--- src/rtl/rotor_position_bank_pkg.sv ---
// ============================================================================
// Module   : rotor_pkg
// Purpose  : Shared defaults, step-FSM state encoding and select helpers for
//            the rotor position bank.
// Revision : 1.0 - initial release
// ============================================================================
`default_nettype none

package rotor_pkg;

  // Default geometry: eight rotors, 26-letter alphabet, 5-bit positions.
  localparam int NUM_ROTORS_DEF = 8;
  localparam int ALPHA          = 26;
  localparam int POS_W          = 5;

  // Widest rotor-select vector the one-hot helper accepts.
  localparam int MAX_SEL_W = 32;

  // Odometer step FSM encoding.
  typedef logic [1:0] state_t;
  localparam logic [1:0] ST_IDLE   = 2'd0;
  localparam logic [1:0] ST_CARRY  = 2'd1;
  localparam logic [1:0] ST_FINISH = 2'd2;

  // True when exactly one bit of the (zero-extended) select vector is set.
  function automatic logic is_onehot(input logic [MAX_SEL_W-1:0] sel);
    return ($countones(sel) == 1);
  endfunction

endpackage

`default_nettype wire

--- src/rtl/rotor_position_bank_if.sv ---
// ============================================================================
// Module   : rotor_position_bank_if
// Purpose  : Select/increment/step inputs and position/status outputs of the
//            rotor position bank. master = upstream FSMs, slave = the bank.
// Revision : 1.0 - initial release
// ============================================================================
`default_nettype none

interface rotor_position_bank_if #(
  parameter int NUM_ROTORS = 8,
  parameter int POS_W      = 5
);

  logic [NUM_ROTORS-1:0]       rotor_sel;
  logic                        increment;
  logic                        step_req;
  logic [NUM_ROTORS*POS_W-1:0] positions;
  logic                        busy;
  logic                        step_done;

  modport master (
    output rotor_sel,
    output increment,
    output step_req,
    input  positions,
    input  busy,
    input  step_done
  );

  modport slave (
    input  rotor_sel,
    input  increment,
    input  step_req,
    output positions,
    output busy,
    output step_done
  );

endinterface

`default_nettype wire

--- src/rtl/rotor_position_bank_counter.sv ---
// ============================================================================
// Module   : rotor_counter
// Purpose  : Single rotor position: modulo-ALPHA counter with an advance
//            enable and a combinational wrap flag (at ALPHA-1 and advancing).
// Revision : 1.0 - initial release
// ============================================================================
`default_nettype none

module rotor_counter #(
  parameter int ALPHA = rotor_pkg::ALPHA,
  parameter int POS_W = rotor_pkg::POS_W
) (
  input  logic             clk,
  input  logic             rst,
  input  logic             adv_i,
  output logic [POS_W-1:0] pos_o,
  output logic             wrap_o
);

  localparam logic [POS_W-1:0] c_MAX = POS_W'(ALPHA - 1);

  logic [POS_W-1:0] pos_q;
  logic [POS_W-1:0] pos_d;
  logic             w_at_max;

  assign w_at_max = (pos_q == c_MAX);
  assign wrap_o   = adv_i & w_at_max;
  assign pos_o    = pos_q;

  // Next position: hold, increment, or wrap from ALPHA-1 back to 0.
  always_comb begin
    pos_d = pos_q;
    if (adv_i) begin
      pos_d = w_at_max ? '0 : (pos_q + POS_W'(1));
    end
  end

  // Position register, cleared immediately by reset.
  always_ff @(posedge clk or posedge rst) begin
    if (rst) begin
      pos_q <= '0;
    end else begin
      pos_q <= pos_d;
    end
  end

endmodule

`default_nettype wire

--- src/rtl/rotor_position_bank.sv ---
// ============================================================================
// Module   : rotor_position_bank
// Purpose  : Bank of NUM_ROTORS letter positions. Applies manual increments
//            to the one-hot selected rotor and, when ROTOR_STEP_EN is
//            defined, performs odometer stepping one carry per cycle.
// Config   : `define ROTOR_STEP_EN to build the step FSM; otherwise
//            step_req is ignored and busy/step_done are held at 0.
// Revision : 1.0 - initial release
// ============================================================================
`default_nettype none

module rotor_position_bank #(
  parameter int NUM_ROTORS = rotor_pkg::NUM_ROTORS_DEF,
  parameter int ALPHA      = rotor_pkg::ALPHA,
  parameter int POS_W      = rotor_pkg::POS_W
) (
  input  logic                 clk,
  input  logic                 rst,
  rotor_position_bank_if.slave bus
);

  import rotor_pkg::*;

  // The interface instance must be parameterised with the same NUM_ROTORS
  // and POS_W as this module.

  logic [NUM_ROTORS-1:0] w_adv;
  logic [NUM_ROTORS-1:0] w_wrap;
  logic [NUM_ROTORS-1:0] w_step_adv;
  logic [NUM_ROTORS-1:0] w_manual_adv;
  logic                  w_sel_valid;
  logic                  w_manual_ok;

  assign w_sel_valid = is_onehot(MAX_SEL_W'(bus.rotor_sel));

  // Manual increment goes only to a validly selected rotor and never carries.
  always_comb begin
    w_manual_adv = '0;
    if (bus.increment && w_manual_ok && w_sel_valid) begin
      w_manual_adv = bus.rotor_sel;
    end
  end

  assign w_adv = w_step_adv | w_manual_adv;

`ifdef ROTOR_STEP_EN

  localparam int IDX_W = (NUM_ROTORS > 1) ? $clog2(NUM_ROTORS) : 1;
  localparam logic [IDX_W-1:0] c_LAST_IDX = IDX_W'(NUM_ROTORS - 1);

  logic [1:0]       state_q;
  logic [1:0]       state_d;
  logic [IDX_W-1:0] idx_q;
  logic [IDX_W-1:0] idx_d;

  // Step advance depends only on registered state and step_req, so the
  // rotor wrap flags feed the next-state logic without a loop.
  always_comb begin
    w_step_adv  = '0;
    w_manual_ok = 1'b0;
    case (state_q)
      ST_IDLE: begin
        if (bus.step_req) begin
          w_step_adv[0] = 1'b1;
        end else begin
          w_manual_ok = 1'b1;
        end
      end
      ST_CARRY: begin
        w_step_adv[idx_q] = 1'b1;
      end
      default: begin
        w_step_adv  = '0;
        w_manual_ok = 1'b0;
      end
    endcase
  end

  // Next state: walk carries upward while rotors wrap, then one FINISH cycle.
  always_comb begin
    state_d = state_q;
    idx_d   = idx_q;
    case (state_q)
      ST_IDLE: begin
        if (bus.step_req) begin
          if ((NUM_ROTORS > 1) && w_wrap[0]) begin
            state_d = ST_CARRY;
            idx_d   = IDX_W'(1);
          end else begin
            state_d = ST_FINISH;
          end
        end
      end
      ST_CARRY: begin
        if (w_wrap[idx_q] && (idx_q < c_LAST_IDX)) begin
          idx_d = idx_q + IDX_W'(1);
        end else begin
          // A wrap of the last rotor is simply dropped.
          state_d = ST_FINISH;
          idx_d   = '0;
        end
      end
      ST_FINISH: begin
        state_d = ST_IDLE;
        idx_d   = '0;
      end
      default: begin
        state_d = ST_IDLE;
        idx_d   = '0;
      end
    endcase
  end

  // State and carry-index registers; reset abandons any walk in progress.
  always_ff @(posedge clk or posedge rst) begin
    if (rst) begin
      state_q <= ST_IDLE;
      idx_q   <= '0;
    end else begin
      state_q <= state_d;
      idx_q   <= idx_d;
    end
  end

  assign bus.busy      = (state_q == ST_CARRY);
  assign bus.step_done = (state_q == ST_FINISH);

`else

  // No stepping: every cycle is open to manual increments.
  assign w_step_adv    = '0;
  assign w_manual_ok   = 1'b1;
  assign bus.busy      = 1'b0;
  assign bus.step_done = 1'b0;

  // step_req and the wrap flags have no consumer in this build.
  logic w_unused;
  assign w_unused = ^{bus.step_req, w_wrap};

`endif

  for (genvar k = 0; k < NUM_ROTORS; k++) begin : g_rotor
    rotor_counter #(
      .ALPHA (ALPHA),
      .POS_W (POS_W)
    ) u_counter (
      .clk    (clk),
      .rst    (rst),
      .adv_i  (w_adv[k]),
      .pos_o  (bus.positions[k*POS_W +: POS_W]),
      .wrap_o (w_wrap[k])
    );
  end

endmodule

`default_nettype wire

--- src/flat_wrapper.sv ---
// flat-port wrapper written by rule: the top's interface ports become plain ports
module rotor_position_bank_flat import rotor_pkg::*;
#(
  parameter int NUM_ROTORS = rotor_pkg::NUM_ROTORS_DEF,
  parameter int ALPHA      = rotor_pkg::ALPHA,
  parameter int POS_W      = rotor_pkg::POS_W
)
  (clk, rst, bus_rotor_sel, bus_increment, bus_step_req, bus_positions, bus_busy, bus_step_done);
  rotor_position_bank_if #(.NUM_ROTORS(NUM_ROTORS), .POS_W(POS_W)) bus_i ();
  input  logic clk;
  input  logic rst;
  input wire logic [$bits(bus_i.rotor_sel)-1:0] bus_rotor_sel;
  input wire logic [$bits(bus_i.increment)-1:0] bus_increment;
  input wire logic [$bits(bus_i.step_req)-1:0] bus_step_req;
  output wire logic [$bits(bus_i.positions)-1:0] bus_positions;
  output wire logic [$bits(bus_i.busy)-1:0] bus_busy;
  output wire logic [$bits(bus_i.step_done)-1:0] bus_step_done;
  assign bus_i.rotor_sel = bus_rotor_sel;
  assign bus_i.increment = bus_increment;
  assign bus_i.step_req = bus_step_req;
  assign bus_positions = bus_i.positions;
  assign bus_busy = bus_i.busy;
  assign bus_step_done = bus_i.step_done;
  rotor_position_bank #(.NUM_ROTORS(NUM_ROTORS), .ALPHA(ALPHA), .POS_W(POS_W)) u_core (.clk(clk), .rst(rst), .bus(bus_i));
endmodule
--- config.mk ---
export PLATFORM = sky130hd
export DESIGN_NAME = rotor_position_bank_flat
export DESIGN_NICKNAME = d
export VERILOG_FILES = /design/src/rtl/rotor_position_bank_pkg.sv /design/src/rtl/rotor_position_bank_if.sv /design/src/rtl/rotor_position_bank_counter.sv /design/src/rtl/rotor_position_bank.sv /design/src/flat_wrapper.sv
export SDC_FILE = /design/constraint.sdc
export NUM_CORES = 1
export LEC_CHECK = 0
export CORE_MARGIN = 5
export CORE_UTILIZATION = 55
export DETAILED_ROUTE_END_ITERATION = 7
export PLACE_DENSITY = 0.95
export SLEW_MARGIN = 20
export SYNTH_ARGS = -nofsm -noshare
export SYNTH_HDL_FRONTEND = slang
export SYNTH_SLANG_ARGS = --single-unit
--- constraint.sdc ---
create_clock -name clk -period 4.69 [get_ports clk]
set_clock_uncertainty 0.1 [all_clocks]
set_input_delay 0.7035 -clock clk [delete_from_list [all_inputs] [get_ports clk]]
set_output_delay 0.7035 -clock clk [all_outputs]
set_load 0.01 [all_outputs]
==> impl_metrics.sql, run 1 <==
INSERT INTO impl_metrics (metric_group, metric, value, unit) VALUES
('outcome', 'outcome', 'finished clean', ''),
('synthesis', 'dominantRegCellSynth', 'dfrtp_1', ''),
('power', 'share_seq_of_total_power', '0.380', ''),
('worst_setup_path', 'worst-endpoint-arrival', '4.56', 'ns'),
('detailed_routing', 'routed-via-count', '2227', ''),
('timing', 'slew_headroom', '0.566', ''),
('placed_design', 'postPlaceCellArea', '3110', 'µm²'),
('synthesis', 'synth_top_cell_area_share', '0.400', ''),
('clock_network', 'cells_resized_by_post_cts_repair', '0', ''),
('worst_setup_path', 'timing.critical_path.slowest_cell_delay', '0.53', 'ns'),
('floorplanning', 'core_region_area', '4380', 'µm²'),
('global_route', 'antenna_found_initial', '0', ''),
('worst_setup_path', 'cp-startpoint', 'bus_rotor_sel[5]', ''),
('floorplanning', 'vertical_extent_of_the_die', '77.5', 'µm'),
('synthesis', 'synth_cell_type_count', '31', ''),
('power', 'power_switching_share', '0.391', ''),
('worst_setup_path', 'setup.worst_path.end', 'u_core.g_rotor[0].u_counter.pos_o[1]', ''),
('detailed_routing', 'maxUsedRoutingLayer', 'met4', ''),
('synthesis', 'async_reset_ff_frac', '1.00', ''),
('worst_setup_path', 'critical_path.endpoint_type', 'register', ''),
('worst_setup_path', 'timing.critical_path.buf_inv', '4', ''),
('clock_network', 'clk_transition_reported_paths', '0.07', 'ns'),
('clock_network', 'postCtsSetupBuffers', '0', ''),
('worst_setup_path', 'critical-path-top-delay-family', 'adder cells', ''),
('timing', 'holdWs', '0.445', 'ns'),
('worst_setup_path', 'setup.reg_to_reg.worst_slack', '3.01', 'ns'),
('worst_setup_path', 'worst_path_most_repeated_cell', 'fa_1', ''),
('worst_setup_path', 'critical_path_rt', '4.79', 'ns'),
('synthesis', 'synthMostInstantiatedCell', 'dfrtp_1', ''),
('synthesis', 'synth.avg_cell_area', '9.90', 'µm²'),
('min_path', 'worst_hold_path_type', 'reg -> reg', ''),
('worst_setup_path', 'setup.worst_path.class', 'in -> reg', ''),
('timing', 'final.setup.worst_slack', '0.229', 'ns'),
('clock_network', 'cts_hold_repair.buffers', '0', ''),
('clock_network', 'numCtsBuffers', '5', ''),
('worst_setup_path', 'capture_point_of_the_worst_reg_to_reg_path', 'u_core.g_rotor[0].u_counter.pos_o[1]', ''),
('clock_network', 'cts.root.buffer_cell', 'clkbuf_8', ''),
('synthesis', 'synth_top_area_cell', 'dfrtp_1', ''),
('final_layout', 'finish.net_count', '351', ''),
('worst_setup_path', 'crit_path_max_fanout', '9', ''),
('clock_network', 'worst_skew_pair.late_latency', '0.29', 'ns'),
('floorplanning', 'dieArea', '6000', 'µm²'),
('power', 'p_comb_frac', '0.469', ''),
('final_layout', 'layout.cell_area.non_filler', '3200', 'µm²'),
('worst_setup_path', 'worst_setup_path_start_kind', 'input pin', ''),
('power', 'power.clock.fraction', '0.151', ''),
('placed_design', 'place_worst_setup_slack', '-0.0506', 'ns'),
('placed_design', 'place.detailed.instances', '358', ''),
('timing', 'final_sum_of_negative_setup_slack', '0', 'ns'),
('timing', 'final_period_minus_worst_setup_slack', '4.46', 'ns'),
('clock_network', 'cts_num_sinks', '40', ''),
('floorplanning', 'die_w', '77.5', 'µm'),
('detailed_routing', 'drcViolationCount', '0', ''),
('worst_setup_path', 'critical_path.cell_chain', 'clkdlybuf4s50_1 -> ha_1 -> fa_1 -> inv_1 -> fa_1 -> inv_1 -> ha_1 -> fa_1 -> or4b_1 -> buf_4 -> or4_1 -> o21ai_0', ''),
('final_layout', 'final_cell_count_no_fill', '366', ''),
('global_route', 'grt_overflow_total', '0', ''),
('timing', 'max_slew.worst_pin.slew', '0.651', 'ns'),
('clock_network', 'cts_htree_levels', '2', ''),
('synthesis', 'ys_seq_elements', '40', ''),
('clock_network', 'longest_clk_path_bufs', '2', ''),
('detailed_routing', 'routed_wire_length_per_instance', '15.9', 'µm'),
('global_route', 'grt_pass1_vias', '2136', ''),
('final_layout', 'diodes', '0', ''),
('final_layout', 'layout-drive-gt1-share', '0.0732', ''),
('detailed_routing', 'route.final.wire_length', '5.80', 'mm'),
('timing', 'setup_viol', '0', ''),
('detailed_routing', 'm1WireLength', '2.46', 'mm'),
('synthesis', 'synth_top_cells_by_count', 'dfrtp_1, o21ai_0, ha_1, inv_1, nand3_1', ''),
('global_route', 'grt_pass1_wl', '9.80', 'mm'),
('timing', 'fmaxAchievable', '224', 'MHz'),
('timing', 'setup_repair_after_global_routing_missed_its_margin', 'false', '');
[power groups by stage]
| stage | sequential (mW) | clock, mW | combinational [mW] |
|---|---|---|---|
| final | 0.597 | 0.237 | 0.737 |
| after global routing | 0.619 | 0.252 | 0.816 |
| after CTS | 0.594 | 0.240 | 0.744 |
| after detailed placement | 0.599 | 0 | 0.738 |
| after global placement | 0.592 | 0 | 0.702 |
| after floorplan | 0.621 | 0 | 0.355 |
[worst reg2reg max path, cell delays in order, from the launching register on]
cell and delay (ns):
dfrtp_1 0.45, ha_1 0.22, and4b_1 0.23, or4_1 0.48, o21ai_0 0.11
[cell type report]
class | count | area (µm²) | share of cell area
multi-input combinational | 183 | 1380 | 0.431
clock buffer | 8 | 90.1 | 0.0282
timing repair buffer | 61 | 583 | 0.182
sequential | 40 | 1000 | 0.313
inverter | 22 | 82.6 | 0.0258
tap | 52 | 65.1 | 0.0203
[metrics by stage]
stage                     total power, mW  utilization
after floorplan                     0.976            -
after global placement               1.29        0.709
after detailed placement             1.34        0.709
after CTS                            1.58        0.730
after global routing                 1.69        0.730
final                                1.57        0.730
[how the worst min path moves through the flow]
| stage | start | to | cells after the start |
|---|---|---|---|
| 2_1_floorplan | u_core.g_rotor[6].u_counter.pos_o[4] | u_core.g_rotor[6].u_counter.pos_o[4] | 1 |
| 3_3_place_gp | u_core.g_rotor[1].u_counter.pos_o[4] | u_core.g_rotor[1].u_counter.pos_o[4] | 1 |
| 3_5_place_dp | u_core.g_rotor[2].u_counter.pos_o[4] | u_core.g_rotor[2].u_counter.pos_o[4] | 1 |
| 4_1_cts | u_core.g_rotor[6].u_counter.pos_o[4] | u_core.g_rotor[6].u_counter.pos_o[4] | 1 |
| 5_1_grt | u_core.g_rotor[6].u_counter.pos_o[4] | u_core.g_rotor[6].u_counter.pos_o[4] | 1 |
| 6_report | u_core.g_rotor[6].u_counter.pos_o[4] | u_core.g_rotor[6].u_counter.pos_o[4] | 1 |
[logic make-up after synthesis]
| family | synth area share |
|---|---|
| compound gates | 0.159 |
| fa+ha+maj | 0.142 |
| buf+inv | 0.0515 |
| flops | 0.400 |
| mux | 0.0225 |
| other cells | 0.00150 |
| simple gates | 0.224 |
[layer usage]
layer  vias to the layer above  track usage
met5                         -            0
li1                       1055            -
met1                      1090        0.244
met3                         9       0.0590
met2                        73        0.316
met4                         0       0.0601
[cell usage in the layout (no fill, tap or decap), drive strengths merged]
cell type,count
and4b,3
a21o,4
mux2,5
nand4,5
o31ai,10
nor4,12
a22o,5
nand3,19
buf,11
a211o,11
o21ai,23
clkdlybuf4s50,50
conb,2
nand2,9
dfrtp,40
o211ai,5
and2,3
fa,4
or4b,1
nor4b,1
inv,22
and3b,1
nor2,8
nor2b,5
ha,22
clkbuf,8
and3,12
nand4b,5
nand2b,5
or4,3
Power figures use the tool's default switching activity.
==> inputs of run 2 (changes only) <==
--- a/config.mk
+++ b/config.mk
@@ -6,9 +6,10 @@
 export NUM_CORES = 1
 export LEC_CHECK = 0
 export CORE_MARGIN = 5
-export CORE_UTILIZATION = 55
+export CORE_UTILIZATION = 50
 export DETAILED_ROUTE_END_ITERATION = 7
-export PLACE_DENSITY = 0.95
+export PLACE_DENSITY = 0.91
+export RECOVER_POWER = 25
 export SLEW_MARGIN = 20
 export SYNTH_ARGS = -nofsm -noshare
 export SYNTH_HDL_FRONTEND = slang
==> run 2 against run 1 <==
Effect of this change:
- the run now ends with capacitance limit, slew limit left
- total power about the same
- final cell count rose by 4.6%
- final area grew 0.94%
- non-clock buffer count up 2
- first-iteration DRC count shrank 55%
- routed wire length shrank 0.69%
- combinational power is essentially flat
==> impl_metrics.sql, run 2 (synthesis results as in run 1) <==
INSERT INTO impl_metrics (metric_group, metric, value, unit) VALUES
('outcome', 'outcome', 'finished, violations left', ''),
('outcome', 'violations', 'capacitance limit, slew limit', ''),
('final_layout', 'final_cell_count_no_fill', '383', ''),
('global_route', 'grt_pass1_wl', '10.0', 'mm'),
('clock_network', 'cells_resized_by_post_cts_repair', '0', ''),
('timing', 'setup_viol', '0', ''),
('power', 'power.density_cell_area', '486', 'nW/µm²'),
('floorplanning', 'dieArea', '6520', 'µm²'),
('final_layout', 'filler_cell_count', '380', ''),
('detailed_routing', 'dr.first_iter.drc_count', '64', ''),
('detailed_routing', 'routed_wire_length_per_instance', '15.0', 'µm'),
('worst_setup_path', 'setup.worst_path.class', 'in -> reg', ''),
('global_route', 'grt_usage', '0.197', ''),
('power', 'power.leakage', '1.37', 'nW'),
('detailed_routing', 'met3WireLength', '329', 'µm'),
('job', 'maxCapViolCount', '1', ''),
('clock_network', 'clk_transition_reported_paths', '0.08', 'ns'),
('global_route', 'grt_pass1_vias', '2229', ''),
('detailed_routing', 'drcViolationCount', '0', ''),
('worst_setup_path', 'crit_path_max_fanout', '17', ''),
('placed_design', 'place_worst_setup_slack', '-0.123', 'ns'),
('global_route', 'grt_overflow_total', '0', ''),
('timing', 'setup_repair_after_global_routing_missed_its_margin', 'false', ''),
('timing', 'final.setup.worst_slack', '0.223', 'ns'),
('detailed_routing', 'm1WireLength', '2.55', 'mm'),
('final_layout', 'area_occupied_by_multi_input_gates', '1380', 'µm²'),
('placed_design', 'place.detailed.instances', '375', ''),
('timing', 'layout_worst_path_cycle_share', '0.953', ''),
('final_layout', 'diodes', '0', ''),
('final_layout', 'layout-drive-gt1-share', '0.0759', ''),
('floorplanning', 'core_region_area', '4790', 'µm²'),
('worst_setup_path', 'critical_path_rt', '4.81', 'ns'),
('clock_network', 'postCtsSetupBuffers', '0', ''),
('global_route', 'antenna_found_initial', '0', ''),
('floorplanning', 'die_w', '80.8', 'µm'),
('placed_design', 'globalplace.congestion', '0.892', ''),
('clock_network', 'longest_clk_path_bufs', '2', ''),
('timing', 'max_slew.worst_pin.slew', '2.16', 'ns'),
('detailed_routing', 'routed-via-count', '2231', ''),
('clock_network', 'worst_skew_pair.late_latency', '0.29', 'ns'),
('clock_network', 'cts_htree_levels', '2', ''),
('floorplanning', 'core.rowCount', '25', ''),
('detailed_routing', 'detail_route.vias_per_cell', '5.83', ''),
('detailed_routing', 'detail-route-antenna-nets', '0', ''),
('timing', 'slew_headroom', '-0.440', ''),
('worst_setup_path', 'worst_setup_path_start_kind', 'input pin', ''),
('clock_network', 'cts_hold_repair.buffers', '0', ''),
('min_path', 'worst_hold_path_type', 'reg -> reg', ''),
('detailed_routing', 'wl_met2', '2.81', 'mm'),
('timing', 'slew_viol_final', '41', ''),
('power', 'report.power.total', '1.57', 'mW'),
('final_layout', 'layout.cell_area.non_filler', '3230', 'µm²'),
('floorplanning', 'vertical_extent_of_the_die', '80.8', 'µm'),
('worst_setup_path', 'critical_path.endpoint_type', 'register', ''),
('worst_setup_path', 'worst-endpoint-arrival', '4.58', 'ns'),
('clock_network', 'cts_tree', 'yes', ''),
('placed_design', 'port_buffer_cells', '50', ''),
('timing', 'timing.final.hold_violations', '0', ''),
('final_layout', 'seqCellArea', '1000', 'µm²'),
('placed_design', 'postPlaceCellArea', '3140', 'µm²'),
('detailed_routing', 'route.final.wire_length', '5.76', 'mm'),
('final_layout', 'final_common_cell', 'clkdlybuf4s50_1', ''),
('final_layout', 'layout-area-overhead-vs-synth', '29.0', '%'),
('detailed_routing', 'maxUsedRoutingLayer', 'met4', ''),
('clock_network', 'cts_num_sinks', '40', ''),
('final_layout', 'final_cell_mix', 'clkdlybuf4s50_1, dfrtp_1, o21ai_0', ''),
('floorplanning', 'boundaryPins', '54', ''),
('clock_network', 'cts.root.buffer_cell', 'clkbuf_8', ''),
('clock_network', 'numCtsBuffers', '5', ''),
('timing', 'final_period_minus_worst_setup_slack', '4.47', 'ns'),
('timing', 'fmaxAchievable', '224', 'MHz'),
('placed_design', 'dpl.hpwl', '4.36', 'mm'),
('floorplanning', 'floorplan.initialDensity', '0.523', ''),
('final_layout', 'largest_register_ff_count', '40', ''),
('detailed_routing', 'firstDrtPassIters', '4', ''),
('final_layout', 'finish.net_count', '353', ''),
('power', 'peakVddDrop', '0.279', 'mV'),
('global_route', 'grt_max_degree', '41', '');
[run 2: routing by layer]
| metal | up-vias | global-route usage |
|---|---|---|
| li1 | 1066 | - |
| met1 | 1089 | 0.246 |
| met2 | 68 | 0.342 |
| met3 | 8 | 0.0421 |
| met4 | 0 | 0.0625 |
| met5 | - | 0 |
[run 2: worst max-delay path, cell delays in order]
cell             delay (ns)
clkdlybuf4s50_1        0.47
ha_1                   0.25
fa_1                   0.54
inv_1                  0.06
fa_1                   0.52
inv_1                  0.04
ha_1                   0.20
fa_1                   0.45
or4b_1                 0.51
buf_4                  0.22
or4_1                  0.52
o21ai_0                0.09
[run 2: cell type report]
type                    count  share of cell area
clock buffers               8              0.0279
well taps                  67              0.0260
repair buffers             63               0.184
inverters                  22              0.0256
flip-flops and latches     40               0.310
multi-input cells         183               0.427
[run 2: worst paths after layout]
kind | end | cells after the start | start | slack (ns)
worst min-delay path | u_core.g_rotor[6].u_counter.pos_o[4] | 1 | u_core.g_rotor[6].u_counter.pos_o[4] | 0.44
worst max-delay path | u_core.g_rotor[3].u_counter.pos_o[1] | 12 | bus_rotor_sel[0] | 0.22
min in group asynchronous | u_core.g_rotor[0].u_counter.pos_o[1] | 3 | rst | 1.53
worst max register to register | u_core.g_rotor[3].u_counter.pos_o[1] | 5 | u_core.g_rotor[3].u_counter.pos_o[1] | 3.01
worst min register to register | u_core.g_rotor[6].u_counter.pos_o[4] | 1 | u_core.g_rotor[6].u_counter.pos_o[4] | 0.44
max in group asynchronous | u_core.g_rotor[6].u_counter.pos_o[4] | 3 | rst | 1.72
[run 2: report_power, final]
group / switching (mW) / internal [mW]
registers: 0.148 / 0.450
clock network: 0.116 / 0.120
logic: 0.349 / 0.387
[run 2: metrics by stage]
stage,utilization,hold WS [ns],TNS [ns]
6_report,0.675,0.438,0
5_1_grt,0.675,0.464,0
4_1_cts,0.676,0.439,0
3_5_place_dp,0.657,0.422,-0.513
3_3_place_gp,0.657,0.420,0
2_1_floorplan,-,0.455,0
==> inputs of run 3 (changes only) <==
--- a/config.mk
+++ b/config.mk
@@ -5,7 +5,7 @@
 export SDC_FILE = /design/constraint.sdc
 export NUM_CORES = 1
 export LEC_CHECK = 0
-export CORE_MARGIN = 5
+export CAP_MARGIN = 10
 export CORE_UTILIZATION = 50
 export DETAILED_ROUTE_END_ITERATION = 7
 export PLACE_DENSITY = 0.91
==> run 3 against run 2 <==
Effect of this change:
- the run still ends with capacitance limit, slew limit left
- global-route usage increased by 3.9 points
- first-iteration DRC count increased by 120%
- hold slack improved by 0.0081 ns
- routed wire length decreased by 0.19%
- total power increased by 4.9%
- largest power group unchanged
- core utilization increased by 0.60 points
- clock power increased by 30%
- combinational power increased by 1%
- via count decreased by 0.40%
- flip-flop and latch count unchanged
==> impl_metrics.sql, run 3 (synthesis results as in run 1) <==
INSERT INTO impl_metrics (metric_group, metric, value, unit) VALUES
('final_layout', 'layout.core_utilization', '0.681', ''),
('floorplanning', 'floorplan.initialDensity', '0.523', ''),
('worst_setup_path', 'setup.worst_path.class', 'in -> reg', ''),
('final_layout', 'seqCellArea', '1000', 'µm²'),
('detailed_routing', 'detail_route.vias_per_cell', '5.82', ''),
('worst_setup_path', 'crit_path_max_fanout', '10', ''),
('global_route', 'grt_overflow_total', '0', ''),
('floorplanning', 'die_w', '72.8', 'µm'),
('final_layout', 'diodes', '0', ''),
('final_layout', 'layout.cell_area.non_filler', '3260', 'µm²'),
('global_route', 'grt_pass1_vias', '2214', ''),
('timing', 'timing.final.hold_violations', '0', ''),
('clock_network', 'longest_clk_path_bufs', '2', ''),
('detailed_routing', 'detail-route-antenna-nets', '0', ''),
('placed_design', 'dpl.hpwl', '4.18', 'mm'),
('global_route', 'grt_pass1_wl', '9.73', 'mm'),
('floorplanning', 'dieArea', '5290', 'µm²'),
('floorplanning', 'core.rowCount', '25', ''),
('clock_network', 'cts_num_sinks', '40', ''),
('detailed_routing', 'route.final.wire_length', '5.75', 'mm'),
('floorplanning', 'boundaryPins', '54', ''),
('detailed_routing', 'routed_wire_length_per_instance', '15.1', 'µm'),
('global_route', 'antenna_found_initial', '0', ''),
('detailed_routing', 'drcViolationCount', '0', ''),
('final_layout', 'final_cell_mix', 'clkdlybuf4s50_1, dfrtp_1, o21ai_0', ''),
('timing', 'layout_worst_path_cycle_share', '0.957', ''),
('placed_design', 'globalplace.congestion', '0.865', ''),
('final_layout', 'layout-drive-gt1-share', '0.0794', ''),
('min_path', 'worst_hold_path_type', 'reg -> reg', ''),
('outcome', 'outcome', 'finished, violations left', ''),
('timing', 'setup_viol', '0', ''),
('final_layout', 'largest_register_ff_count', '40', ''),
('clock_network', 'cts_htree_levels', '2', ''),
('floorplanning', 'core_region_area', '4790', 'µm²'),
('worst_setup_path', 'worst_setup_path_start_kind', 'input pin', ''),
('worst_setup_path', 'critical_path.endpoint_type', 'register', ''),
('final_layout', 'filler_cell_count', '375', ''),
('worst_setup_path', 'critical_path_rt', '4.79', 'ns'),
('outcome', 'violations', 'capacitance limit, slew limit', ''),
('placed_design', 'port_buffer_cells', '50', ''),
('final_layout', 'area_occupied_by_multi_input_gates', '1380', 'µm²'),
('detailed_routing', 'firstDrtPassIters', '4', ''),
('global_route', 'grt_max_degree', '33', ''),
('final_layout', 'final_common_cell', 'clkdlybuf4s50_1', ''),
('global_route', 'grt_usage', '0.236', ''),
('clock_network', 'numCtsBuffers', '5', ''),
('placed_design', 'postPlaceCellArea', '3140', 'µm²'),
('clock_network', 'clk_transition_reported_paths', '0.08', 'ns'),
('timing', 'fmaxAchievable', '223', 'MHz'),
('clock_network', 'cts_hold_repair.buffers', '0', ''),
('timing', 'slew_viol_final', '33', ''),
('timing', 'max_slew.worst_pin.slew', '1.70', 'ns'),
('timing', 'setup_repair_after_global_routing_missed_its_margin', 'false', ''),
('power', 'power.leakage', '1.39', 'nW'),
('power', 'power.density_cell_area', '506', 'nW/µm²'),
('clock_network', 'worst_skew_pair.late_latency', '0.30', 'ns'),
('floorplanning', 'vertical_extent_of_the_die', '72.8', 'µm'),
('worst_setup_path', 'setup.reg_to_reg.worst_slack', '2.95', 'ns'),
('final_layout', 'layout-area-overhead-vs-synth', '30.1', '%'),
('clock_network', 'postCtsSetupBuffers', '0', ''),
('clock_network', 'cts.root.buffer_cell', 'clkbuf_8', ''),
('clock_network', 'cells_resized_by_post_cts_repair', '0', ''),
('clock_network', 'cts_tree', 'yes', ''),
('detailed_routing', 'dr.first_iter.drc_count', '139', ''),
('detailed_routing', 'routed-via-count', '2222', ''),
('timing', 'holdWs', '0.446', 'ns'),
('final_layout', 'finish.net_count', '352', ''),
('timing', 'slew_headroom', '-0.134', ''),
('worst_setup_path', 'worst-endpoint-arrival', '4.59', 'ns'),
('power', 'peakVddDrop', '0.276', 'mV'),
('timing', 'final_period_minus_worst_setup_slack', '4.49', 'ns'),
('job', 'maxCapViolCount', '1', '');
run 3: cell count changes in the layout (fill, tap and decap cells not counted), sizes merged:
| cell | before | now |
|---|---|---|
| bufinv | 0 | 1 |
| clkbuf | 9 | 8 |
| buf | 12 | 11 |
run 3: layout make-up:
| class | instances | share of cell area |
|---|---|---|
| multi-input cells | 183 | 0.423 |
| clock inverters | 1 | 0.00922 |
| clock buffers | 7 | 0.0296 |
| flip-flops and latches | 40 | 0.307 |
| repair buffers | 62 | 0.180 |
| inverters | 22 | 0.0253 |
| well taps | 67 | 0.0257 |
run 3: worst paths after layout:
path,start,to,cells past startpoint
max in group asynchronous,rst,u_core.g_rotor[6].u_counter.pos_o[0],3
min,u_core.g_rotor[1].u_counter.pos_o[4],u_core.g_rotor[1].u_counter.pos_o[4],1
min in group asynchronous,rst,u_core.g_rotor[3].u_counter.pos_o[0],2
max,bus_rotor_sel[2],u_core.g_rotor[0].u_counter.pos_o[1],12
max reg2reg,u_core.g_rotor[0].u_counter.pos_o[0],u_core.g_rotor[0].u_counter.pos_o[1],4
min reg2reg,u_core.g_rotor[1].u_counter.pos_o[4],u_core.g_rotor[1].u_counter.pos_o[4],1
run 3: metal layers:
metal | part of all wire | track usage | vias to the layer above
met5 | 0 | 0 | -
met4 | 0.018 | 0.0915 | 0
met3 | 0.050 | 0.0442 | 12
met2 | 0.50 | 0.420 | 59
met1 | 0.43 | 0.283 | 1089
li1 | - | - | 1062
run 3: metrics by stage:
step	std cells	setup slack, ns	total power [mW]	setup TNS, ns
global route	382	0.0618	1.76	0
floorplan	254	0.599	0.976	0
global placement	374	0.0209	1.29	0
CTS	382	0.217	1.65	0
finish	382	0.199	1.65	0
detailed placement	374	-0.0282	1.34	-0.0611
run 3: critical path, cell delays in order:
cell             delay, ns
clkdlybuf4s50_1       0.50
ha_1                  0.26
fa_1                  0.50
inv_1                 0.05
fa_1                  0.53
inv_1                 0.04
ha_1                  0.20
fa_1                  0.45
or4b_1                0.50
buf_4                 0.20
or4_1                 0.53
o21ai_0               0.12
run 3: report_power, final:
group | internal [mW] | total, mW | switching (mW)
Clock | 0.188 | 0.307 | 0.119
Combinational | 0.390 | 0.743 | 0.353
Sequential | 0.450 | 0.598 | 0.148
